[src/rtl/imm_extract_pipe_pkg.sv]
// Shared constants for the decode-stage immediate unit: RV opcode values,
// the 3-bit immediate format codes, and the immediate extraction helper.
// Reused by the format decoder, the immediate pipeline and the hazard unit.
package imm_extract_pipe_pkg;

  // Opcodes that carry an immediate
  localparam logic [6:0] OPC_OP_IMM   = 7'b0010011;
  localparam logic [6:0] OPC_LOAD     = 7'b0000011;
  localparam logic [6:0] OPC_JALR     = 7'b1100111;
  localparam logic [6:0] OPC_STORE    = 7'b0100011;
  localparam logic [6:0] OPC_BRANCH   = 7'b1100011;
  localparam logic [6:0] OPC_LUI      = 7'b0110111;
  localparam logic [6:0] OPC_AUIPC    = 7'b0010111;
  localparam logic [6:0] OPC_JAL      = 7'b1101111;
  localparam logic [6:0] OPC_SYSTEM   = 7'b1110011;
  localparam logic [6:0] OPC_LOAD_FP  = 7'b0000111;
  localparam logic [6:0] OPC_STORE_FP = 7'b0100111;
  // Legal opcodes without an immediate
  localparam logic [6:0] OPC_OP       = 7'b0110011;
  localparam logic [6:0] OPC_OP_FP    = 7'b1010011;
  localparam logic [6:0] OPC_MISC_MEM = 7'b0001111;

  typedef enum logic [2:0] {
    IMM_NONE = 3'd0,
    IMM_I    = 3'd1,
    IMM_S    = 3'd2,
    IMM_B    = 3'd3,
    IMM_U    = 3'd4,
    IMM_J    = 3'd5,
    IMM_Z    = 3'd6
  } imm_fmt_e;

  // Builds the immediate at 64 bits; callers truncate to XLEN, which keeps the
  // sign extension correct for XLEN=32 as well. Opcode bits are not needed.
  function automatic logic [63:0] extend_imm(input logic [31:7] instr, input imm_fmt_e fmt);
    logic [63:0] r;
    r = '0;
    case (fmt)
      IMM_I: r = {{52{instr[31]}}, instr[31:20]};
      IMM_S: r = {{52{instr[31]}}, instr[31:25], instr[11:7]};
      IMM_B: r = {{51{instr[31]}}, instr[31], instr[7], instr[30:25], instr[11:8], 1'b0};
      IMM_U: r = {{32{instr[31]}}, instr[31:12], 12'b0};
      IMM_J: r = {{43{instr[31]}}, instr[31], instr[19:12], instr[20], instr[30:21], 1'b0};
      IMM_Z: r = {59'b0, instr[19:15]};
      default: r = '0;
    endcase
    return r;
  endfunction

endpackage

[src/rtl/imm_extract_pipe_format_decode.sv]
// Combinational opcode classifier.
// Ports:
//   opcode  in  7  instruction bits [6:0]
//   fmt     out 3  immediate format (IMM_*)
//   illegal out 1  unrecognised opcode, or FP opcode with ENABLE_FP=0
module imm_format_decode
  import imm_extract_pipe_pkg::*;
#(
  parameter int ENABLE_FP = 1
) (
  input  logic [6:0] opcode,
  output imm_fmt_e   fmt,
  output logic       illegal
);

  always_comb begin
    fmt     = IMM_NONE;
    illegal = 1'b0;
    // Every listed opcode ends in 2'b11, so compressed encodings fall to default.
    case (opcode)
      OPC_OP_IMM, OPC_LOAD, OPC_JALR: fmt = IMM_I;
      OPC_STORE:                      fmt = IMM_S;
      OPC_BRANCH:                     fmt = IMM_B;
      OPC_LUI, OPC_AUIPC:             fmt = IMM_U;
      OPC_JAL:                        fmt = IMM_J;
      OPC_SYSTEM:                     fmt = IMM_Z;
      OPC_LOAD_FP: begin
        if (ENABLE_FP != 0) fmt = IMM_I;
        else                illegal = 1'b1;
      end
      OPC_STORE_FP: begin
        if (ENABLE_FP != 0) fmt = IMM_S;
        else                illegal = 1'b1;
      end
      OPC_OP, OPC_OP_FP, OPC_MISC_MEM: fmt = IMM_NONE;
      default:                         illegal = 1'b1;
    endcase
  end

endmodule

[src/rtl/imm_extract_pipe.sv]
// Decode-stage immediate unit: classifies the instruction format and delivers
// the XLEN-extended immediate through an elastic pipeline of 1 or 2 stages.
// Ports:
//   clock, reset (sync, active-low), flush (drops all in-flight entries)
//   in_valid/in_ready/in_instr/in_tag     upstream handshake and payload
//   out_valid/out_ready                   downstream handshake
//   out_imm/out_fmt/out_illegal/out_tag   result payload
// Handshake: a transfer happens on a rising edge where valid && ready. A
// producer holding valid keeps its payload stable until accepted; ready may
// depend combinationally on the downstream ready (in_ready follows out_ready).
// With STAGES=2 the format is decoded in stage 1 and the immediate extended in
// stage 2.
module imm_extract_pipe
  import imm_extract_pipe_pkg::*;
#(
  parameter int XLEN      = 32,
  parameter int STAGES    = 1,
  parameter int TAG_W     = 32,
  parameter int ENABLE_FP = 1
) (
  input  logic             clock,
  input  logic             reset,
  input  logic             flush,
  input  logic             in_valid,
  output logic             in_ready,
  input  logic [31:0]      in_instr,
  input  logic [TAG_W-1:0] in_tag,
  output logic             out_valid,
  input  logic             out_ready,
  output logic [XLEN-1:0]  out_imm,
  output logic [2:0]       out_fmt,
  output logic             out_illegal,
  output logic [TAG_W-1:0] out_tag
);

  imm_fmt_e dec_fmt;
  logic     dec_illegal;

  imm_format_decode #(.ENABLE_FP(ENABLE_FP)) u_decode (
    .opcode  (in_instr[6:0]),
    .fmt     (dec_fmt),
    .illegal (dec_illegal)
  );

  if (STAGES == 1) begin : g_one
    logic             s0_valid;
    logic [XLEN-1:0]  s0_imm;
    imm_fmt_e         s0_fmt;
    logic             s0_illegal;
    logic [TAG_W-1:0] s0_tag;

    assign in_ready = !s0_valid || out_ready;

    always_ff @(posedge clock) begin
      if (!reset) begin
        s0_valid   <= 1'b0;
        s0_imm     <= '0;
        s0_fmt     <= IMM_NONE;
        s0_illegal <= 1'b0;
        s0_tag     <= '0;
      end else begin
        if (flush)         s0_valid <= 1'b0;
        else if (in_ready) s0_valid <= in_valid;
        // Payload only moves on an accepted, non-flushed input so a stalled
        // output stays stable.
        if (!flush && in_ready && in_valid) begin
          s0_imm     <= XLEN'(extend_imm(in_instr[31:7], dec_fmt));
          s0_fmt     <= dec_fmt;
          s0_illegal <= dec_illegal;
          s0_tag     <= in_tag;
        end
      end
    end

    assign out_valid   = s0_valid;
    assign out_imm     = s0_imm;
    assign out_fmt     = s0_fmt;
    assign out_illegal = s0_illegal;
    assign out_tag     = s0_tag;
  end else begin : g_two
    logic             s0_valid;
    logic [31:7]      s0_instr;
    imm_fmt_e         s0_fmt;
    logic             s0_illegal;
    logic [TAG_W-1:0] s0_tag;
    logic             s1_valid;
    logic [XLEN-1:0]  s1_imm;
    imm_fmt_e         s1_fmt;
    logic             s1_illegal;
    logic [TAG_W-1:0] s1_tag;
    logic             advance1;

    // Stage 1 can take a new entry when stage 2 is empty or draining.
    assign advance1 = !s1_valid || out_ready;
    assign in_ready = !s0_valid || advance1;

    always_ff @(posedge clock) begin
      if (!reset) begin
        s0_valid   <= 1'b0;
        s0_instr   <= '0;
        s0_fmt     <= IMM_NONE;
        s0_illegal <= 1'b0;
        s0_tag     <= '0;
        s1_valid   <= 1'b0;
        s1_imm     <= '0;
        s1_fmt     <= IMM_NONE;
        s1_illegal <= 1'b0;
        s1_tag     <= '0;
      end else begin
        if (flush)         s1_valid <= 1'b0;
        else if (advance1) s1_valid <= s0_valid;
        if (!flush && advance1 && s0_valid) begin
          s1_imm     <= XLEN'(extend_imm(s0_instr, s0_fmt));
          s1_fmt     <= s0_fmt;
          s1_illegal <= s0_illegal;
          s1_tag     <= s0_tag;
        end

        if (flush)         s0_valid <= 1'b0;
        else if (in_ready) s0_valid <= in_valid;
        if (!flush && in_ready && in_valid) begin
          s0_instr   <= in_instr[31:7];
          s0_fmt     <= dec_fmt;
          s0_illegal <= dec_illegal;
          s0_tag     <= in_tag;
        end
      end
    end

    assign out_valid   = s1_valid;
    assign out_imm     = s1_imm;
    assign out_fmt     = s1_fmt;
    assign out_illegal = s1_illegal;
    assign out_tag     = s1_tag;
  end

endmodule

[config.mk]
export PLATFORM = sky130hd
export DESIGN_NAME = imm_extract_pipe
export DESIGN_NICKNAME = d
export VERILOG_FILES = /design/src/rtl/imm_extract_pipe_pkg.sv /design/src/rtl/imm_extract_pipe_format_decode.sv /design/src/rtl/imm_extract_pipe.sv
export SDC_FILE = /design/constraint.sdc
export NUM_CORES = 1
export LEC_CHECK = 0
export CAP_MARGIN = 20
export CORE_MARGIN = 4
export CORE_UTILIZATION = 41
export CTS_CLUSTER_SIZE = 30
export DETAILED_ROUTE_END_ITERATION = 12
export GPL_ROUTABILITY_DRIVEN = 0
export PLACE_DENSITY_LB_ADDON = 0.12
export SYNTH_ARGS = -nofsm -noshare
export SYNTH_HDL_FRONTEND = slang
export SYNTH_SLANG_ARGS = --single-unit
[constraint.sdc]
create_clock -name clock -period 2.2 [get_ports clock]
set_input_delay 0.44 -clock clock [delete_from_list [all_inputs] [get_ports clock]]
set_output_delay 0.44 -clock clock [all_outputs]
set_load 0.05 [all_outputs]
==> results of run 1 <==
-- registers in the layout, summed over array words and instances, names as in the netlist --
register,count
out_imm,32
out_illegal,1
out_tag,32
out_valid,1
out_fmt,3
-- logic make-up after synthesis --
group                  count (synthesis)  synth area share (%)
and+or+nand+nor                      118                  20.2
AOI/OAI and AO/OA                    109                  28.6
buffers and inverters                 31                  4.18
DFF                                   69                  47.1
-- power by group through the flow --
stage,Combinational (mW),Sequential [mW],Clock [mW]
floorplan,0.142,1.45,0
global placement,0.550,1.33,0
detailed placement,0.553,1.33,0
CTS,0.556,1.30,0.961
global route,0.591,1.30,1.02
finish,0.555,1.30,0.932
-- worst paths after layout --
path          startpoint     endpoint  depth (start not counted)
min reg2reg  out_tag[24]  out_tag[24]                          2
min          out_tag[24]  out_tag[24]                          2
max reg2reg    out_valid  out_imm[28]                          5
max            out_ready     in_ready                          4
-- tightest hold or removal path, delay by kind of cell, from the launching register on --
kind / cells / cell delay, ps
simple gates: 1 / 40
compound gates: 1 / 60
flops: 1 / 310
-- stage by stage --
stage	utilization, %	power (mW)	setup slack [ps]
3_5_place_dp	67.6	1.88	-92.3
6_report	70.2	2.79	175
5_1_grt	70.2	2.91	77.1
2_1_floorplan	-	1.59	59.1
4_1_cts	70.2	2.82	160
3_3_place_gp	67.6	1.88	-28.3
-- Yosys cell counts, types with 2 or more instances --
library cell | number | area share [%]
clkbuf_1 | 23 | 2.9
a21oi_1 | 9 | 1.5
nand4b_1 | 2 | 0.60
buf_2 | 4 | 0.68
and2_1 | 3 | 0.64
nand2b_1 | 4 | 0.85
nand2_1 | 68 | 8.7
o21ai_0 | 7 | 1.2
nor3_1 | 4 | 0.68
o2bb2ai_1 | 13 | 3.9
inv_1 | 3 | 0.38
a222oi_1 | 4 | 1.4
nand3_1 | 5 | 0.85
dfxtp_1 | 69 | 47
nor2b_1 | 9 | 1.9
nand4_1 | 2 | 0.43
and4_1 | 2 | 0.60
or3b_2 | 2 | 0.60
a21boi_0 | 45 | 12
a211oi_1 | 2 | 0.51
nor2_1 | 5 | 0.64
a31oi_1 | 2 | 0.43
nor3b_1 | 2 | 0.51
o32ai_1 | 3 | 0.90
a32oi_1 | 17 | 5.1
-- cells in the final DEF, fill, tap and decap left out, types with 4 or more instances in the layout --
cell type	instances
buf_4	35
dfxtp_1	68
o21ai_0	7
clkbuf_8	11
nor2_1	4
o2bb2ai_1	13
nor3_1	4
a222oi_1	4
a32oi_1	17
nand3_1	5
a21oi_1	9
clkdlybuf4s50_1	137
a21boi_0	45
nand2_1	68
nor2b_1	9
-- metal layers --
metal  share of wire [%]  wire (um)  track usage [%]
met5                   0          0                0
met4                 1.4        134             7.69
met3                 8.4        782             7.72
met2                  48       4410             36.4
met1                  43       3940             26.3
-- cell type report --
type                    count  area [sq um]
multi-input cells         227          1440
fillers                   557          2050
repair buffers            175          1690
clock inverters             4          22.5
inverters                   3          11.3
flip-flops and latches     69          1380
clock buffers              12           155
well taps                  96           120
==> metrics.md, run 1 <==
| Metric | Value |
|---|---|
| Post-route ant nets | 0 |
| Power share of the combinational group | 19.9% |
| P&R area growth vs syn | 64.3% |
| Flops & latches, synth | 69 |
| Ant diodes | 0 |
| PortBufs | 138 |
| Vias in the first global route | 3050 |
| Antenna violations before repair | 0 |
| Sequential area share after synthesis | 47.1% |
| Switching share of power | 27.9% |
| Dominant synthesized flop cell | dfxtp_1 |
| Slew margin rel. | 63.2% |
| Max FO, Critical Path | 4 |
| Register-to-register setup slack | 480 ps |
| Total congestion overflow | 0 |
| Fmax | 494 MHz |
| DR vias | 3046 |
| Max stage delay on crit path | 400 ps |
| CP Buf/Inv Count | 3 |
| Hold Buf Count CTS | 0 |
| Die span in x | 92.6 um |
| Clk pin slew, worst setup/hold paths | 70 ps |
| Hpwl dp | 6700 um |
| CTS max path bufs | 2 |
| Worst setup SP type | primary input |
| Sink Count | 69 |
| Critical path capture point type | output pin |
| Max VDD drop | 460 uV |
| Synth Net Count | 396 |
| Largest net degree at the start of global routing | 56 |
| Placed insts | 570 |
| Initial Util | 42.7% |
| H-tree levels | 3 |
| Slowest-stage cell, CP | clkdlybuf4s50_1 |
| Routed WL | 9270 um |
| DRC errors left | 0 |
| Mapped Cells | 327 |
| Post-DR vias/cell | 5.20 |
| Core ar. | 6870 sq um |
| Power share of the clock group | 33.5% |
| Worst Tran Pin Value | 550 ps |
| EDFF count, synth | 0 |
| Worst hold margin | 462 ps |
| Max Slew Vio Count | 0 |
| Non-Filler Instances | 586 |
| Post-Syn Area | 2940 sq um |
| Pint | 2.01 mW |
| Hold Violations, Final | 0 |
| Static leakage | 1.70 nW |
| PwrDens | 578 nW/um^2 |
| Post_cts resized | 0 |
| Die area | 8580 sq um |
| Placed cell areas | 4640 sq um |
| Psw | 776 uW |
| # IOs | 139 |
| Total CTS buffers | 9 |
| Global-route wire length before repair | 15200 um |
| Clock Latency Late Sink | 330 ps |
| CP Data Required Time | 1760 ps |
| Critical-path cell list | clkdlybuf4s50_1 -> nor2b_1 -> inv_1 -> buf_4 |
| Max-cap violation count | 0 |
| YS warnings | 0 |
| Overall Global Routing Usage | 21.9% |
| Routed WL per cell | 15.8 um |
| Final worst-path cycle share | 92.1% |
| CTS tree | built |
| Die Y | 92.6 um |
| Reg power frac | 46.6% |
| Family with the most delay on the worst path | buffers and inverters |
| Outcome | finished, final reports clean |
| WS Path Type | primary input to output pin |
| CP arrival | 1590 ps |
| Row Count | 30 |
| Clock skew | 7.64 ps |
| HP Class | flop to flop |
| Yosys cell types | 43 |
| Syn avg cell area | 8.98 sq um |
| Post-CTS setup buffer count | 0 |
| Final setup viols | 0 |
| Unrepaired setup endpoints after global routing | false |
| Post-route cell area | 4820 sq um |
| Min cycle time layout | 2030 ps |
| Nets | 554 |
| Share of cells above drive strength 1 | 12.4% |
| First-pass iteration count of the detailed router | 4 |
| Post-synth ARST share | 0% |
| Root Driver | clkbuf_8 |
| Iteration-0 DRC Markers | 171 |
| TNS Setup | 0 ps |
(Power assumes the default switching activity.)
==> run 2: changes to the inputs <==
--- a/config.mk
+++ b/config.mk
@@ -10,7 +10,6 @@
 export CORE_UTILIZATION = 41
 export CTS_CLUSTER_SIZE = 30
 export DETAILED_ROUTE_END_ITERATION = 12
-export GPL_ROUTABILITY_DRIVEN = 0
 export PLACE_DENSITY_LB_ADDON = 0.12
 export SYNTH_ARGS = -nofsm -noshare
 export SYNTH_HDL_FRONTEND = slang
==> run 2 against run 1 <==
Net effect:
- sequential power about the same
- clock skew is 0.82 ps higher
- combinational power hardly changed
- clock power grew 11%
- wire length grew 1.7%
- critical path depth unchanged
- final area decreased by 0.18%
- final cell count fell by 0.51%
- global-route usage down 0.080 points
- highest routed layer unchanged
==> metrics.md, run 2 (synthesis results as in run 1) <==
| Metric | Value |
|---|---|
| P&R area growth vs syn | 64.0% (was 64.3%) |
| Final total power | 2.88 mW (was 2.79 mW) |
| Antenna violations before repair | 0 (unchanged) |
| Worst setup SP type | primary input (unchanged) |
| Fmax | 493 MHz (was 494 MHz) |
| Global-route wire length before repair | 15000 um (was 15200 um) |
| Power share of the combinational group | 19.2% (was 19.9%) |
| HP Class | flop to flop (unchanged) |
| Hold Buf Count CTS | 0 (unchanged) |
| PwrDens | 598 nW/um^2 (was 578 nW/um^2) |
| Min cycle time layout | 2030 ps (about the same) |
| DR vias | 3082 (was 3046) |
| Clock Latency Late Sink | 340 ps (was 330 ps) |
| PortBufs | 138 (unchanged) |
| Reg-to-Reg Start | out_valid (unchanged) |
| Die Y | 92.6 um (unchanged) |
| Worst hold endpoint | out_tag[31] (was out_tag[24]) |
| CP Buf/Inv Count | 3 (unchanged) |
| Reg power frac | 45.1% (was 46.6%) |
| Pint | 2.06 mW (was 2.01 mW) |
| CP Data Required Time | 1760 ps (about the same) |
| WS Path Type | primary input to output pin (unchanged) |
| Total CTS buffers | 9 (unchanged) |
| Share of cells above drive strength 1 | 11.9% (was 12.4%) |
| Root Driver | clkbuf_8 (unchanged) |
| Setup ws final | 171 ps (was 175 ps) |
| Die span in x | 92.6 um (unchanged) |
| # IOs | 139 (unchanged) |
| Critical-path cell list | clkdlybuf4s50_1 -> nor2b_1 -> inv_1 -> buf_4 (unchanged) |
| Max stage delay on crit path | 400 ps (about the same) |
| H-tree levels | 3 (unchanged) |
| Overall Global Routing Usage | 21.9% (about the same) |
| Register-to-register setup slack | 480 ps (about the same) |
| Clk pin slew, worst setup/hold paths | 80 ps (was 70 ps) |
| Post-layout util | 70.1% (was 70.2%) |
| Area of the multi-input gates | 1440 sq um (unchanged) |
| First-pass iteration count of the detailed router | 4 (unchanged) |
| Final worst-path cycle share | 92.2% (was 92.1%) |
| Post-DR vias/cell | 5.29 (was 5.20) |
| Reg-to-Reg End | out_imm[24] (was out_imm[28]) |
| Outcome | finished, final reports clean (unchanged) |
| Post-CTS setup buffer count | 0 (unchanged) |
| Critical path capture point type | output pin (unchanged) |
| Slew margin rel. | 62.8% (was 63.2%) |
| CP Depth | 4 (unchanged) |
| Max Slew Vio Count | 0 (unchanged) |
| CTS tree | built (unchanged) |
| Post_cts resized | 0 (unchanged) |
| Nets | 551 (was 554) |
| Worst hold margin | 462 ps (about the same) |
| Max FO, Critical Path | 4 (unchanged) |
| Hold Violations, Final | 0 (unchanged) |
| Ant diodes | 0 (unchanged) |
| Unrepaired setup endpoints after global routing | false (unchanged) |
| Total congestion overflow | 0 (unchanged) |
| FF-to-FF path depth | 5 (unchanged) |
| Hold Crit Start | out_tag[31] (was out_tag[24]) |
| TNS Setup | 0 ps (unchanged) |
| Switching share of power | 28.3% (was 27.9%) |
| Vias in the first global route | 3005 (was 3050) |
| Routed WL per cell | 16.2 um (was 15.8 um) |
| Slowest-stage cell, CP | clkdlybuf4s50_1 (unchanged) |
| CTS max path bufs | 2 (unchanged) |
| Final setup viols | 0 (unchanged) |
| Largest net degree at the start of global routing | 53 (was 56) |
| Clock skew | 8.47 ps (was 7.64 ps) |
| Die area | 8580 sq um (unchanged) |
| Max VDD drop | 434 uV (was 460 uV) |
| Sink Count | 69 (unchanged) |
| Family with the most delay on the worst path | buffers and inverters (unchanged) |
| Sequential standard cell area | 1380 sq um (unchanged) |
| Row Count | 30 (unchanged) |
| Worst Tran Pin Value | 557 ps (was 550 ps) |
| Power share of the clock group | 35.7% (was 33.5%) |
| Commonest non-fill, non-tap cell in the layout | clkdlybuf4s50_1 (unchanged) |
| Initial Util | 42.7% (unchanged) |
| Iteration-0 DRC Markers | 168 (was 171) |
| Gp weighted congestion | 0.912 |
| Psw | 815 uW (was 776 uW) |
| CP arrival | 1590 ps (about the same) |
| Post-route ant nets | 0 (unchanged) |
| Most frequent cells in the layout | 137 x clkdlybuf4s50_1, 68 x nand2_1, 68 x dfxtp_1 (unchanged) |
| Fill cell count | 565 (was 557) |
| Routed WL | 9430 um (was 9270 um) |
| Core ar. | 6870 sq um (unchanged) |
| DRC errors left | 0 (unchanged) |
| Max-cap violation count | 0 (unchanged) |
| Hpwl dp | 6800 um (was 6700 um) |
| Static leakage | 1.68 nW (was 1.70 nW) |
| Pre-CTS setup slack | -125 ps (was -92.3 ps) |
| Hold Crit Depth | 2 (unchanged) |
-- run 2: cell count changes in the layout (fill, tap and decap cells not counted), sizes merged --
cell | before | now
buf | 38 | 35
clkbuf | 12 | 10
bufinv | 0 | 1
clkinvlp | 1 | 2
-- run 2: layout make-up --
class                   count  share of cell area [%]
clock buffers              10                    2.65
clock inverters             6                    1.33
inverters                   3                   0.234
multi-input cells         227                    29.8
flip-flops and latches     69                    28.7
well taps                  96                    2.50
repair buffers            172                    34.7
-- run 2: how the worst max path moves through the flow --
stage	from	slack (ps)	endpoint
floorplan	out_valid	60	out_imm[4]
global placement	in_instr[2]	-30	out_imm[12]
detailed placement	in_instr[6]	-120	out_imm[2]
CTS	out_ready	170	in_ready
global route	out_ready	120	in_ready
finish	out_ready	170	in_ready
-- run 2: power by group through the flow --
stage	clock network, mW	registers, mW	logic (mW)
6_report	1.03	1.30	0.552
5_1_grt	1.10	1.30	0.586
4_1_cts	1.06	1.30	0.553
3_5_place_dp	0	1.33	0.549
3_3_place_gp	0	1.33	0.546
2_1_floorplan	0	1.45	0.142
-- run 2: worst reg2reg max path: stages, from the launching register on --
cell and delay [ps]:
dfxtp_2 330, nor2b_1 380, inv_1 160, and4b_1 370, a32oi_1 260, a21boi_0 110
-- run 2: metal layers --
metal	track usage (%)	vias to the layer above	routed length (um)
li1	-	1499	-
met4	7.33	0	142
met2	35.2	107	4440
met1	26.6	1464	4030
met5	0	-	0
met3	8.69	12	824
-- run 2: per-stage QoR --
stage,area (sq um),cells
detailed placement,4620,567
global route,4810,583
floorplan,2940,327
global placement,4620,567
CTS,4810,583
finish,4810,583
